<file path="config.mk">
export PLATFORM = sky130hd
export DESIGN_NAME = alu_exec_unit
export DESIGN_NICKNAME = d
export VERILOG_FILES = /design/src/rtl/alu_exec_unit.sv
export SDC_FILE = /design/constraint.sdc
export NUM_CORES = 1
export LEC_CHECK = 0
export BUFFER_PORTS_ARGS = -buffer_cell sky130_fd_sc_hd__buf_2
export CORE_MARGIN = 3
export CORE_UTILIZATION = 39
export DETAILED_ROUTE_END_ITERATION = 16
export HOLD_SLACK_MARGIN = 0.03
export PLACE_DENSITY = 0.63
export SLEW_MARGIN = 20
export SYNTH_ARGS = -nofsm -noshare
export SYNTH_HDL_FRONTEND = slang
export SYNTH_SLANG_ARGS = --single-unit
export TNS_END_PERCENT = 20
</file>
<file path="constraint.sdc">
create_clock -name clk -period 6.4 [get_ports clk]
set_input_delay 0.96 -clock clk [delete_from_list [all_inputs] [get_ports clk]]
set_output_delay 0.96 -clock clk [all_outputs]
set_load 0.005 [all_outputs]
</file>
<file path="src/rtl/alu_exec_unit.sv">
// ALU control decode plus execute stage. Single-cycle ops complete in one clock;
// MUL runs an iterative shift-add over WIDTH clocks. valid/ready on both sides.
module alu_exec_unit #(
    parameter int unsigned WIDTH  = 32,
    parameter bit          MUL_EN = 1'b1
) (
    input  logic             clk,
    input  logic             rst_n,
    input  logic             flush,
    input  logic             in_valid,
    output logic             in_ready,
    input  logic [1:0]       alu_op,
    input  logic [9:0]       funct,
    input  logic [WIDTH-1:0] op_a,
    input  logic [WIDTH-1:0] op_b,
    output logic             out_valid,
    input  logic             out_ready,
    output logic [WIDTH-1:0] out_result,
    output logic             out_zero,
    output logic [3:0]       out_func,
    output logic             out_illegal,
    output logic             busy
);

    localparam int unsigned SW = $clog2(WIDTH);

    typedef enum logic [1:0] {
        S_IDLE = 2'd0,
        S_MUL  = 2'd1,
        S_DONE = 2'd2
    } state_t;

    typedef enum logic [3:0] {
        F_AND = 4'b0000,
        F_OR  = 4'b0001,
        F_ADD = 4'b0010,
        F_XOR = 4'b0011,
        F_SLL = 4'b0100,
        F_SRL = 4'b0101,
        F_SUB = 4'b0110,
        F_SRA = 4'b0111,
        F_SLT = 4'b1000,
        F_MUL = 4'b1001,
        F_ILL = 4'b1111
    } func_t;

    state_t            state_q, state_d;
    func_t             func_q, func_d;
    logic              illegal_q, illegal_d;
    logic [WIDTH-1:0]  result_q, result_d;
    logic [WIDTH-1:0]  mcand_q, mcand_d;
    logic [WIDTH-1:0]  mplier_q, mplier_d;
    logic [WIDTH-1:0]  acc_q, acc_d;
    logic [SW-1:0]     count_q, count_d;

    func_t             dec_func;
    logic [WIDTH-1:0]  exec_res;
    logic [SW-1:0]     shamt;
    logic [WIDTH-1:0]  acc_step;
    logic              accept;

    always_comb begin
        dec_func = F_ILL;
        unique case (alu_op)
            2'b00: dec_func = F_ADD;
            2'b01: dec_func = F_SUB;
            2'b10: begin
                unique case (funct)
                    10'b0000000_000: dec_func = F_ADD;
                    10'b0100000_000: dec_func = F_SUB;
                    10'b0000000_111: dec_func = F_AND;
                    10'b0000000_110: dec_func = F_OR;
                    10'b0000000_100: dec_func = F_XOR;
                    10'b0000000_001: dec_func = F_SLL;
                    10'b0000000_101: dec_func = F_SRL;
                    10'b0100000_101: dec_func = F_SRA;
                    10'b0000000_010: dec_func = F_SLT;
                    10'b0000001_000: begin
                        if (MUL_EN) dec_func = F_MUL;
                        else        dec_func = F_ILL;
                    end
                    default:         dec_func = F_ILL;
                endcase
            end
            default: dec_func = F_ILL;
        endcase
    end

    assign shamt = op_b[SW-1:0];

    always_comb begin
        exec_res = '0;
        unique case (dec_func)
            F_ADD: exec_res = op_a + op_b;
            F_SUB: exec_res = op_a - op_b;
            F_AND: exec_res = op_a & op_b;
            F_OR:  exec_res = op_a | op_b;
            F_XOR: exec_res = op_a ^ op_b;
            F_SLL: exec_res = op_a << shamt;
            F_SRL: exec_res = op_a >> shamt;
            F_SRA: exec_res = WIDTH'($unsigned($signed(op_a) >>> shamt));
            F_SLT: exec_res = {{(WIDTH-1){1'b0}}, ($signed(op_a) < $signed(op_b))};
            default: exec_res = '0;
        endcase
    end

    assign acc_step = acc_q + (mplier_q[0] ? mcand_q : '0);

    assign in_ready = (state_q == S_IDLE) | ((state_q == S_DONE) & out_ready);
    assign accept   = in_valid & in_ready;

    always_comb begin
        state_d   = state_q;
        func_d    = func_q;
        illegal_d = illegal_q;
        result_d  = result_q;
        mcand_d   = mcand_q;
        mplier_d  = mplier_q;
        acc_d     = acc_q;
        count_d   = count_q;

        unique case (state_q)
            S_MUL: begin
                acc_d    = acc_step;
                mcand_d  = mcand_q << 1;
                mplier_d = mplier_q >> 1;
                count_d  = count_q + SW'(1);
                if (count_q == SW'(WIDTH - 1)) begin
                    state_d  = S_DONE;
                    result_d = acc_step;
                end
            end
            S_DONE: begin
                if (out_ready) state_d = S_IDLE;
            end
            default: ;
        endcase

        // A new accept overrides the DONE->IDLE drain so consecutive ops see no bubble.
        if (accept) begin
            func_d    = dec_func;
            illegal_d = (dec_func == F_ILL);
            if (dec_func == F_MUL) begin
                state_d  = S_MUL;
                mcand_d  = op_a;
                mplier_d = op_b;
                acc_d    = '0;
                count_d  = '0;
            end else begin
                state_d  = S_DONE;
                result_d = exec_res;
            end
        end

        if (flush) begin
            state_d = S_IDLE;
            count_d = '0;
            acc_d   = '0;
        end
    end

    always_ff @(posedge clk or negedge rst_n) begin
        if (!rst_n) begin
            state_q   <= S_IDLE;
            func_q    <= F_AND;
            illegal_q <= 1'b0;
            result_q  <= '0;
            mcand_q   <= '0;
            mplier_q  <= '0;
            acc_q     <= '0;
            count_q   <= '0;
        end else begin
            state_q   <= state_d;
            func_q    <= func_d;
            illegal_q <= illegal_d;
            result_q  <= result_d;
            mcand_q   <= mcand_d;
            mplier_q  <= mplier_d;
            acc_q     <= acc_d;
            count_q   <= count_d;
        end
    end

    // Outputs are gated by DONE so stale registers never leak while idle or iterating.
    assign out_valid   = (state_q == S_DONE);
    assign out_result  = out_valid ? result_q : '0;
    assign out_func    = out_valid ? func_q : 4'b0000;
    assign out_illegal = out_valid & illegal_q;
    assign out_zero    = out_valid & (result_q == '0);
    assign busy        = (state_q == S_MUL);

endmodule

</file>
# After elaboration in Yosys (flattened, before gate mapping)
# Index checks and enable logic that the tools add are counted.
# op_classes
n_addsub,4
multipliers,0
div_mod_pow,0
order_cmp,1
n_eq_ne,26
shifts,3
muxes,30
bitwise_logic,8
reduce_logical,7
# op_table
cell,count
32-bit 2-to-1 mux,16
32-bit case mux with 9 select lines,1
32-bit adder,2
"10-bit by 3-bit equality test with 1-bit output, second input constant",4
4-bit case mux with 10 select lines,1
32-bit bitwise AND,1
32-bit zero test,1
32-bit less-than comparator,1
32-bit OR,1
32-bit by 5-bit left shift with 32-bit output,1
32-bit by 5-bit right shift with 32-bit output,1
32-bit by 5-bit >>> shifter with 32-bit output,1
32-bit subtractor,1
32-bit bitwise XOR,1
"10-bit by 9-bit equality test with 1-bit output, second input constant",2
5-bit 2-to-1 mux,4
"4-bit by 3-bit equality test with 1-bit output, second input constant",4
"4-bit equality test, second input constant",3
4-bit case mux with 3 select lines,1
"10-bit by 1-bit equality test with 1-bit output, second input constant",1
"10-bit by 2-bit equality test with 1-bit output, second input constant",1
"10-bit by 4-bit equality test with 1-bit output, second input constant",1
10-bit zero test,1
2-bit 2-to-1 mux,5
other kinds (15),23
# word_totals
reg_bits,140
latch_bits,0
ram_bits,0
rom_bits,0
input_bits,81
out_inout_bits,41
mem_count,0

# Logic depth before layout (Yosys ltp)
# Gate-level depths: netlist of run 1.
# depth
depth_word,7
depth_mapped,15

# Worst setup path after synthesis of run 1
# OpenSTA, ideal clock, no wires.
# synth_timing
path_type,in2reg
start,input op_b[3]
end,register result_q[25]
setup_ps,136
t_arrival_ps,3957
slack_ps,2307
path_stages,14
cell_sequence,buf_2 inv_2 clkbuf_1 clkbuf_1 ha_1 buf_2 or4_1 nand4_1 nand4_1 o21ai_2 a21boi_0 o31ai_1 xnor2_1 o211ai_1
# synth_via
elab_chain_cells,4
word_cells_on_any_way,8
classes_between,add/sub: 2; shift: 3; mux: 3
# synth_rtl
item,line,text
from (decl),15,"input logic [WIDTH-1:0] op_b,"
"32-bit subtractor, or another cell as far along",95,F_SUB: exec_res = op_a - op_b;
32-bit case mux with 9 select lines (*),93,unique case (dec_func)
32-bit 2-to-1 mux (*),143,if (dec_func == F_MUL) begin
32-bit 2-to-1 mux (*),140,if (accept) begin
named net result_d[25],50,"logic [WIDTH-1:0] result_q, result_d;"
to (signal assigned),176,result_q <= result_d;
to (decl),50,
# Mark *: on every way through the listed nets, which the timed path passes. The rest lies on a longest branch.
# A chain may end at the register's enable or synchronous reset.

# Worst setup path in the final report of run 1
# layout_timing
start,register mplier_q[0]
end,register result_q[30]
# layout_via
elab_chain_cells,6
# layout_rtl
item,line,text
from (decl),52,"logic [WIDTH-1:0] mplier_q, mplier_d;"
from (signal assigned),178,mplier_q <= mplier_d;
32-bit 2-to-1 mux (*),107,assign acc_step = acc_q + (mplier_q[0] ? mcand_q : '0);
32-bit adder (*),107,
32-bit 2-to-1 mux (*),128,if (count_q == SW'(WIDTH - 1)) begin
32-bit 2-to-1 mux (*),122,unique case (state_q)
32-bit 2-to-1 mux,143,
32-bit 2-to-1 mux (*),140,
named net result_d[30],50,
# Marked as above.

==> metrics.md, run 1 <==
| Metric | Value |
|---|---|
| Run status | `complete, no violations` |
| Met2 usage | `48.7%` |
| Nets | `2543` |
| Htree depth | `4` |
| CTS tree | `built` |
| Endpoint class of the critical path | `flop` |
| Layer with the highest usage | `met2` |
| Ys Warns | `0` |
| Reg2Reg Capture Point | `result_q[30]` |
| Pin count of the biggest net entering global routing | `132` |
| Post-synth top flop | `dfrtp_1` |
| Final worst path period need | `between 4 and 5 ns` |
| Register area share after synthesis | `19.4%` |
| Hold_buf cts | `0` |
| DRC Markers | `0` |
| Switching pwr | `1.19 mW` |
| Top-area cell type share of the netlist area | `19.4%` |
| Total GRT Usage | `approximately a third` |
| Initial Util | `around two fifths` |
| Final hold violations | `0` |
| Util after Layout | `about 43%` |
| Remaining antenna violation count after routing | `0` |
| Antenna violations before repair | `0` |
| DP HPWL | `62.7 mm` |
| Max-slew violation count | `0` |
| Max transition margin | `26.3%` |
| Io pins | `about 120` |
| Total CTS buffers | `17` |
| TritonRoute pass-1 iters | `5` |
| Grt met1 use | `a little under half` |
| Flop pwr share | `30.4%` |
| Share of cells above drive strength 1 | `13.0%` |
| RSZ-0062 raised after global routing | `false` |
| Most frequent cells in the layout | `272 x nor2_1, 246 x a21oi_1, 223 x nand2_1, 140 x dfrtp_1, 130 x ha_1` |
| Post-route setup TNS | `0 ns` |
| Largest stage delay on the critical path | `0.79 ns` |
| DR iter-0 viols | `roughly 2400` |
| Worst hold path type | `reg -> reg` |
| Input/output buffers | `121` |
| Critical Path RT | `about 6.8 ns` |
| Die footprint | `0.0489 mm^2` |
| Combinational Power Share | `34.5%` |
| Post-synth EDFFs | `0` |
| Syn nets | `approximately 2500` |
| Internal Pwr Total | `between 1.5 and 2 mW` |
| Resized cells post-CTS | `0` |
| ANT cells | `0` |
| WL per Instance | `27.6 um` |
| Area Overhead vs Synth | `8.24%` |
| CP cell instances | `and2_1 -> ha_1 -> fa_1 -> a21oi_1 -> o311ai_2 -> o221ai_1 -> o32ai_1 -> a221oi_1 -> o31a_1 -> o21ai_1 -> and3_1 -> nor3_1` |
| Vias in the first global route | `18000` |
| Max Clock Skew | `~0.018 ns` |
| FF-to-FF Start | `mplier_q[0]` |
| Std cell rows | `between 70 and 80` |
| GR Util met3 | `roughly 6%` |
| Max Cap Viol | `0` |
| First-pass GRT wire length | `120 mm` |
| Commonest non-fill, non-tap cell in the layout | `nor2_1` |
| # Post-CTS Setup Buffers | `0` |
| Crit path kind | `reg -> reg` |
| Core area | `0.0456 mm^2` |
| Max Fclk | `217 MHz` |
| Cell area power density | `163 mW/mm^2` |
| Clock transition at path regs | `0.06 ns` |
| CP max FO | `33` |
| Cell variety after synth | `around 100` |
| # setup viols final | `0` |
| Share of total power in the clock network | `35.1%` |
| WP data arrival | `4.98 ns` |
| Routed via count | `19000` |
| Die X-Extent | `221 um` |
| Die Y | `roughly 220 um` |
| Sw frac | `37.4%` |
| End of the critical path | `result_q[30]` |
| CP max stage cell | `dfrtp_1` |
| Worst skew pair latency | `0.47 ns` |
| Gp weighted congestion | `1.02` |
| Clock Sink Count | `140` |
| Syn avg cell area | `7.73 um^2` |
| Area leader, netlist | `dfrtp_1` |
| Post-DR vias/cell | `6.46` |
| Async SR Flop Fraction | `between 90% and 100%` |
| Maximum VDD drop | `approximately 210 uV` |
| Least-Margin Pin Slew | `1.11 ns` |
| Gr ovfl total | `0` |
| Post-Syn Area | `0.0180 mm^2` |
| Pleak | `around 8.4 nW` |
| Register-to-Register Path Depth | `12` |
| Synth Instances | `2334` |
| Clock buffer depth | `2` |
| Crit path launch | `mplier_q[0]` |
| #FFs+latches synth | `140` |
| Startpoint Class | `flop` |
| Root Driver | `clkbuf_16` |
| DRT Wirelength | `81.1 mm` |
| Period utilisation layout | `72.1%` |
| Leading post-synthesis cells by cell area | `dfrtp_1 19%, ha_1 9.0%, a21oi_1 6.8%` |
| R2r setup slk | `1.79 ns` |
==> cell families (layout without fill, tap and decap cells) <==
kind of cell               count (synthesis)  after routing  share of synthesized area (%)
AOI/OAI and AO/OA                        735            735                           26.9
adders and majority gates                133            133                           9.35
buffers and inverters                    287            294                           6.67
DFF                                      140            140                           19.4
xor gates and xnor gates                  49             49                           2.38
muxes                                    188            188                           14.3
and+or+nand+nor                          802            802                           21.0
==> synthesized netlist by cell type, types with 7 or more instances <==
library cell and number:
nor2_1 272, a21oi_1 246, nand2_1 223, dfrtp_1 140
ha_1 130, mux2i_1 114, o21ai_0 113, inv_1 107
clkbuf_1 105, and2_1 83, mux4_2 53, nor3_1 47
a211oi_1 46, buf_2 46, nand3_1 43, xnor2_1 36
a21o_1 32, o22ai_1 31, o211ai_1 25, and3_1 24
a221oi_1 22, mux2_2 21, a31oi_1 20, nor4_1 19
o21a_1 17, nor2b_1 16, o221ai_1 15, o31ai_1 14
nand2b_1 13, xor2_1 13, o21ai_1 12, o21bai_1 12
or3_1 12, a211o_1 10, a221o_1 10, nand4_1 10
buf_1 9, a311oi_1 8, buf_4 8, o2111ai_1 8
or2_2 8, a22oi_1 7, a32oi_1 7
==> routing by layer <==
metal	part of all wire, %	wire length [um]
met5	0	0
met4	4.2	3380
met3	8.4	6800
met2	44	35600
met1	44	35300
==> critical path: cells and delay by family (launching register included) <==
kind                     cells  cell delay, ns
flip-flops                   1            0.79
adder cells (fa/ha/maj)      2            0.67
AND/OR/NAND/NOR              3            0.80
AO/OA/AOI/OAI                7            2.23
==> stage by stage <==
| step | setup slack, ns | hold slack [ns] | std cells | power, mW | instance area [um^2] |
|---|---|---|---|---|---|
| finish | 1.79 | 0.468 | 2941 | 3.18 | 19500 |
| global route | 1.50 | 0.491 | 2941 | 3.32 | 19500 |
| CTS | 1.89 | 0.470 | 2941 | 3.17 | 19500 |
| detailed placement | 1.47 | 0.455 | 2910 | 2.05 | 18900 |
| global placement | 1.47 | 0.454 | 2910 | 2.05 | 18900 |
| floorplan | 2.31 | 0.439 | 2334 | 1.64 | 18000 |
==> worst min-delay path by stage <==
| stage | startpoint | end | slack (ns) | depth (start not counted) |
|---|---|---|---|---|
| 4_1_cts | illegal_q | illegal_q | 0.47 | 2 |
| 3_3_place_gp | illegal_q | illegal_q | 0.45 | 2 |
| 5_1_grt | illegal_q | illegal_q | 0.49 | 2 |
| 2_1_floorplan | illegal_q | illegal_q | 0.44 | 2 |
| 6_report | illegal_q | illegal_q | 0.47 | 2 |
| 3_5_place_dp | illegal_q | illegal_q | 0.46 | 2 |
==> registers in the layout, indices dropped and copies added (netlist names) <==
register   flops
result_q      32
state_q        2
mplier_q      32
acc_q         32
illegal_q      1
func_q         4
count_q        5
mcand_q       32
==> power groups by stage <==
| stage | registers [mW] | clock network (mW) | logic [mW] |
|---|---|---|---|
| after floorplan | 0.959 | 0 | 0.683 |
| after global placement | 0.983 | 0 | 1.07 |
| after detailed placement | 0.983 | 0 | 1.07 |
| after CTS | 0.967 | 1.14 | 1.07 |
| after global routing | 0.971 | 1.18 | 1.17 |
| final | 0.968 | 1.12 | 1.10 |
==> final cells by class <==
type | count | area (um^2)
clock buffers | 20 | 447
clock inverters | 11 | 193
fillers | 4661 | 26100
inverters | 114 | 428
multi-input cells | 1907 | 13400
flip-flops and latches | 140 | 3500
well taps | 600 | 751
repair buffers | 149 | 840
Power figures use the tool's default switching activity.
==> run 2: changes to the inputs <==
--- a/config.mk
+++ b/config.mk
@@ -5,6 +5,7 @@
 export SDC_FILE = /design/constraint.sdc
 export NUM_CORES = 1
 export LEC_CHECK = 0
+export ABC_AREA = 1
 export BUFFER_PORTS_ARGS = -buffer_cell sky130_fd_sc_hd__buf_2
 export CORE_MARGIN = 3
 export CORE_UTILIZATION = 39
==> constraint.sdc (replaced) <==
create_clock -name clk -period 4.55 [get_ports clk]
set_input_delay 0.6825 -clock clk [delete_from_list [all_inputs] [get_ports clk]]
set_output_delay 0.6825 -clock clk [all_outputs]
set_load 0.005 [all_outputs]
==> run 2 against run 1 <==
Effect of this change: largest cell class unchanged; highest routed layer is now met5; clock power grew 21%; synthesized area grew 4.3%; critical path depth grew 7; cell count grew 34%; first-iteration DRC count grew 25%.
==> metrics.md, run 2 <==
| Metric | Value |
|---|---|
| Run status | `complete, no violations` |
| Max Cap Viol | `0 (unchanged)` |
| Crit path kind | `in -> reg` |
| Syn nets | `3502 (+37%)` |
| Total GRT Usage | `34.8% (+2.7 points)` |
| Top-area cell type share of the netlist area | `19.9% (+0.46 points)` |
| CP max FO | `14 (-58%)` |
| Dpl ws | `0.764 ns (-0.709 ns)` |
| Final worst path period need | `3.49 ns` |
| Post-Syn Area | `0.0188 mm^2 (+4.3%)` |
| Most frequent cells in the layout | `996 x nand2_1, 415 x nor2_1, 353 x inv_1, 268 x nand3_1, 231 x o21ai_0` |
| Pin count of the biggest net entering global routing | `104 (-21%)` |
| Gr ovfl total | `0 (unchanged)` |
| DRC Markers | `0 (unchanged)` |
| Post-synth EDFFs | `0 (unchanged)` |
| Finished Cell Area | `0.0204 mm^2 (+4.4%)` |
| Remaining antenna violation count after routing | `0 (unchanged)` |
| Cell variety after synth | `52 (-50%)` |
| CTS tree | `built` |
| Most common cell in the netlist | `nand2_1` |
| Worst hold path type | `in -> async` |
| Post-synth top flop | `dfrtp_1` |
| Resized cells post-CTS | `0 (unchanged)` |
| Cell Count, Final, Fillers Out | `3928 (+34%)` |
| CP max stage cell | `nor2_2` |
| DR iter-0 viols | `2958 (+25%)` |
| Max-slew violation count | `0 (unchanged)` |
| Cell area power density | `340 mW/mm^2 (+110%)` |
| Clock buffer depth | `2 (unchanged)` |
| TritonRoute pass-1 iters | `7 (+2)` |
| Startpoint Class | `primary input` |
| Reg2Reg Capture Point | `acc_q[24]` |
| RSZ-0062 raised after global routing | `false` |
| Post-route setup TNS | `0 ns (unchanged)` |
| Buffers & Inverters on Critical Path | `4 (+4)` |
| Htree depth | `4 (unchanged)` |
| Async SR Flop Fraction | `100% (unchanged)` |
| Core area | `0.0471 mm^2 (+3.2%)` |
| Vias in the first global route | `20500 (+14%)` |
| Endpoint class of the critical path | `flop` |
| Worst skew pair latency | `0.46 ns (about the same)` |
| Delay-heaviest family, CP | `simple AND/OR/NAND/NOR gates` |
| ANT cells | `0 (unchanged)` |
| Register area share after synthesis | `18.6% (-0.79 points)` |
| Total power | `6.93 mW (+120%)` |
| Die footprint | `0.0509 mm^2 (+4.1%)` |
| R2r setup slk | `1.18 ns (-0.61 ns)` |
| Least-Margin Pin Slew | `1.07 ns (-0.0380 ns)` |
| # setup viols final | `0 (unchanged)` |
| Root Driver | `clkbuf_16` |
| Max Clock Skew | `0.0141 ns (-0.00433 ns)` |
| Max Fclk | `287 MHz` |
| Input/output buffers | `121 (unchanged)` |
| Routed via count | `22600 (+19%)` |
| Gp weighted congestion | `1.04 (+2.6%)` |
| CP dominant cell by count | `nand2_1` |
| Pleak | `10.7 nW (+27%)` |
| Leading post-synthesis cells by cell area | `nand2_1 20%, dfrtp_1 19%, ha_1 8.6%` |
| Register-to-Register Path Depth | `16 (+4)` |
| Die Y | `226 um (+2.0%)` |
| Die X-Extent | `226 um (+2.0%)` |
| DRT Wirelength | `90.0 mm (+11%)` |
| Final hold violations | `0 (unchanged)` |
| Area Overhead vs Synth | `8.34% (about the same)` |
| Maximum VDD drop | `252 uV (+20%)` |
| WP data arrival | `3.88 ns (-1.10 ns)` |
| Period utilisation layout | `around 77%` |
| Nets | `3522 (+38%)` |
| Std cell rows | `79 (+1.3%)` |
| Share of cells above drive strength 1 | `7.47% (-5.5 points)` |
| Clock Sink Count | `140 (unchanged)` |
| Final worst setup slack | `1.06 ns (-0.724 ns)` |
| DP HPWL | `72.3 mm (+15%)` |
| Syn avg cell area | `5.72 um^2 (-26%)` |
| Commonest non-fill, non-tap cell in the layout | `nand2_1` |
| First-pass GRT wire length | `132 mm (+11%)` |
| Post-DR vias/cell | `5.74 (-11%)` |
| FF-to-FF Start | `mplier_q[0]` |
| Clock transition at path regs | `0.07 ns (about the same)` |
| # Post-CTS Setup Buffers | `0 (unchanged)` |
| Critical Path RT | `4.95 ns (-1.81 ns)` |
| Io pins | `122 (unchanged)` |
| Synth cell count leaders | `996 x nand2_1, 416 x nor2_1, 354 x inv_1, 268 x nand3_1, 231 x o21ai_0` |
| Synth Instances | `3288 (+41%)` |
| Antenna violations before repair | `1 (+1)` |
| Hold_buf cts | `0 (unchanged)` |
| CP cell instances | `buf_2 -> nor2_1 -> nand2_1 -> nor2_1 -> nand2_1 -> nand2_1 -> nor2_2 -> nand2_4 -> nand3_2 -> nand2_2 -> inv_2 -> nor2_2 -> buf_4 -> nand3_1 -> o21ai_0 -> inv_1 -> nand3_1 -> nand2_1 -> nand2_1` |
| Largest stage delay on the critical path | `0.59 ns (-0.20 ns)` |
| Post-placement cell area | `0.0198 mm^2 (+4.9%)` |
| Area leader, netlist | `nand2_1` |
| WL per Instance | `22.9 um (-17%)` |
| DP Cell Count | `3896 (+34%)` |
| Total CTS buffers | `17 (unchanged)` |
| Ys Warns | `0 (unchanged)` |
| Initial Util | `40.0% (+0.39 points)` |
| Max transition margin | `28.8% (+2.5 points)` |
| #FFs+latches synth | `140 (unchanged)` |
-- run 2: cell types whose count changed after synthesis, sizes merged, moves of 33 or more --
cell	delta
nand2	+785
inv	+249
nand3	+227
nor2	+156
o21ai	+149
mux2i	-107
and2	-79
a21oi	-70
mux4	-53
o211ai	+47
a211oi	-43
xor2	+33
-- run 2: cells by family (layout without fill, tap and decap cells) --
kind of cell / after synthesis / count (layout) / synth area share (%)
adders and majority gates: 133 / 133 / 8.97
muxes: 7 / 7 / 0.373
buffers and inverters: 526 / 559 / 11.1
and+or+nand+nor: 1814 / 1814 / 40.1
AOI/OAI and AO/OA: 611 / 611 / 18.2
DFF: 140 / 140 / 18.6
xor gates and xnor gates: 57 / 57 / 2.65
-- run 2: how the worst max path moves through the flow --
stage / start / end / depth (start not counted)
4_1_cts: mplier_q[0] / result_q[24] / 15
5_1_grt: mplier_q[0] / acc_q[24] / 15
3_3_place_gp: op_a[19] / result_q[27] / 14
6_report: funct[2] / result_q[29] / 19
2_1_floorplan: op_b[1] / result_q[31] / 21
3_5_place_dp: op_a[19] / result_q[27] / 14
-- run 2: worst reg2reg max path, stage by stage (launching register included) --
cell	delay, ns
dfrtp_1	0.47
nand2_1	0.09
inv_1	0.05
ha_1	0.24
fa_1	0.45
nand3_1	0.10
nand3_1	0.10
nand3_1	0.10
a21boi_0	0.09
buf_4	0.15
a21oi_1	0.32
o21ai_0	0.24
nand2_1	0.10
nand2_1	0.06
xor2_1	0.50
nor2_1	0.09
nor2_1	0.13
-- run 2: area by class of cell --
cell class	count	area [um^2]
fill	5324	26700
multi-input combinational	2622	13200
sequential	140	3500
inverter	364	1370
timing repair buffer	163	952
tap	607	759
clock buffer	18	429
clock inverter	14	126
-- run 2: per-layer routing --
layer	wire length, um	GRT usage, %
met5	12	0
met4	6230	20.4
met3	8480	6.14
met2	36400	50.6
met1	38800	48.3
-- run 2: through the flow --
stage	hold slack [ns]	util (%)
finish	0.288	43.3
global route	0.335	43.3
CTS	0.308	43.3
detailed placement	0.477	42.1
global placement	0.469	42.1
floorplan	0.387	-
-- run 2: report_power, final --
group | internal (mW) | total [mW] | leakage, nW | switching, mW
sequential | 1.67 | 1.96 | 1.76 | 0.293
combinational | 1.09 | 3.61 | 8.70 | 2.52
clock | 0.717 | 1.35 | 0.264 | 0.637
total | 3.48 | 6.93 | 10.7 | 3.45
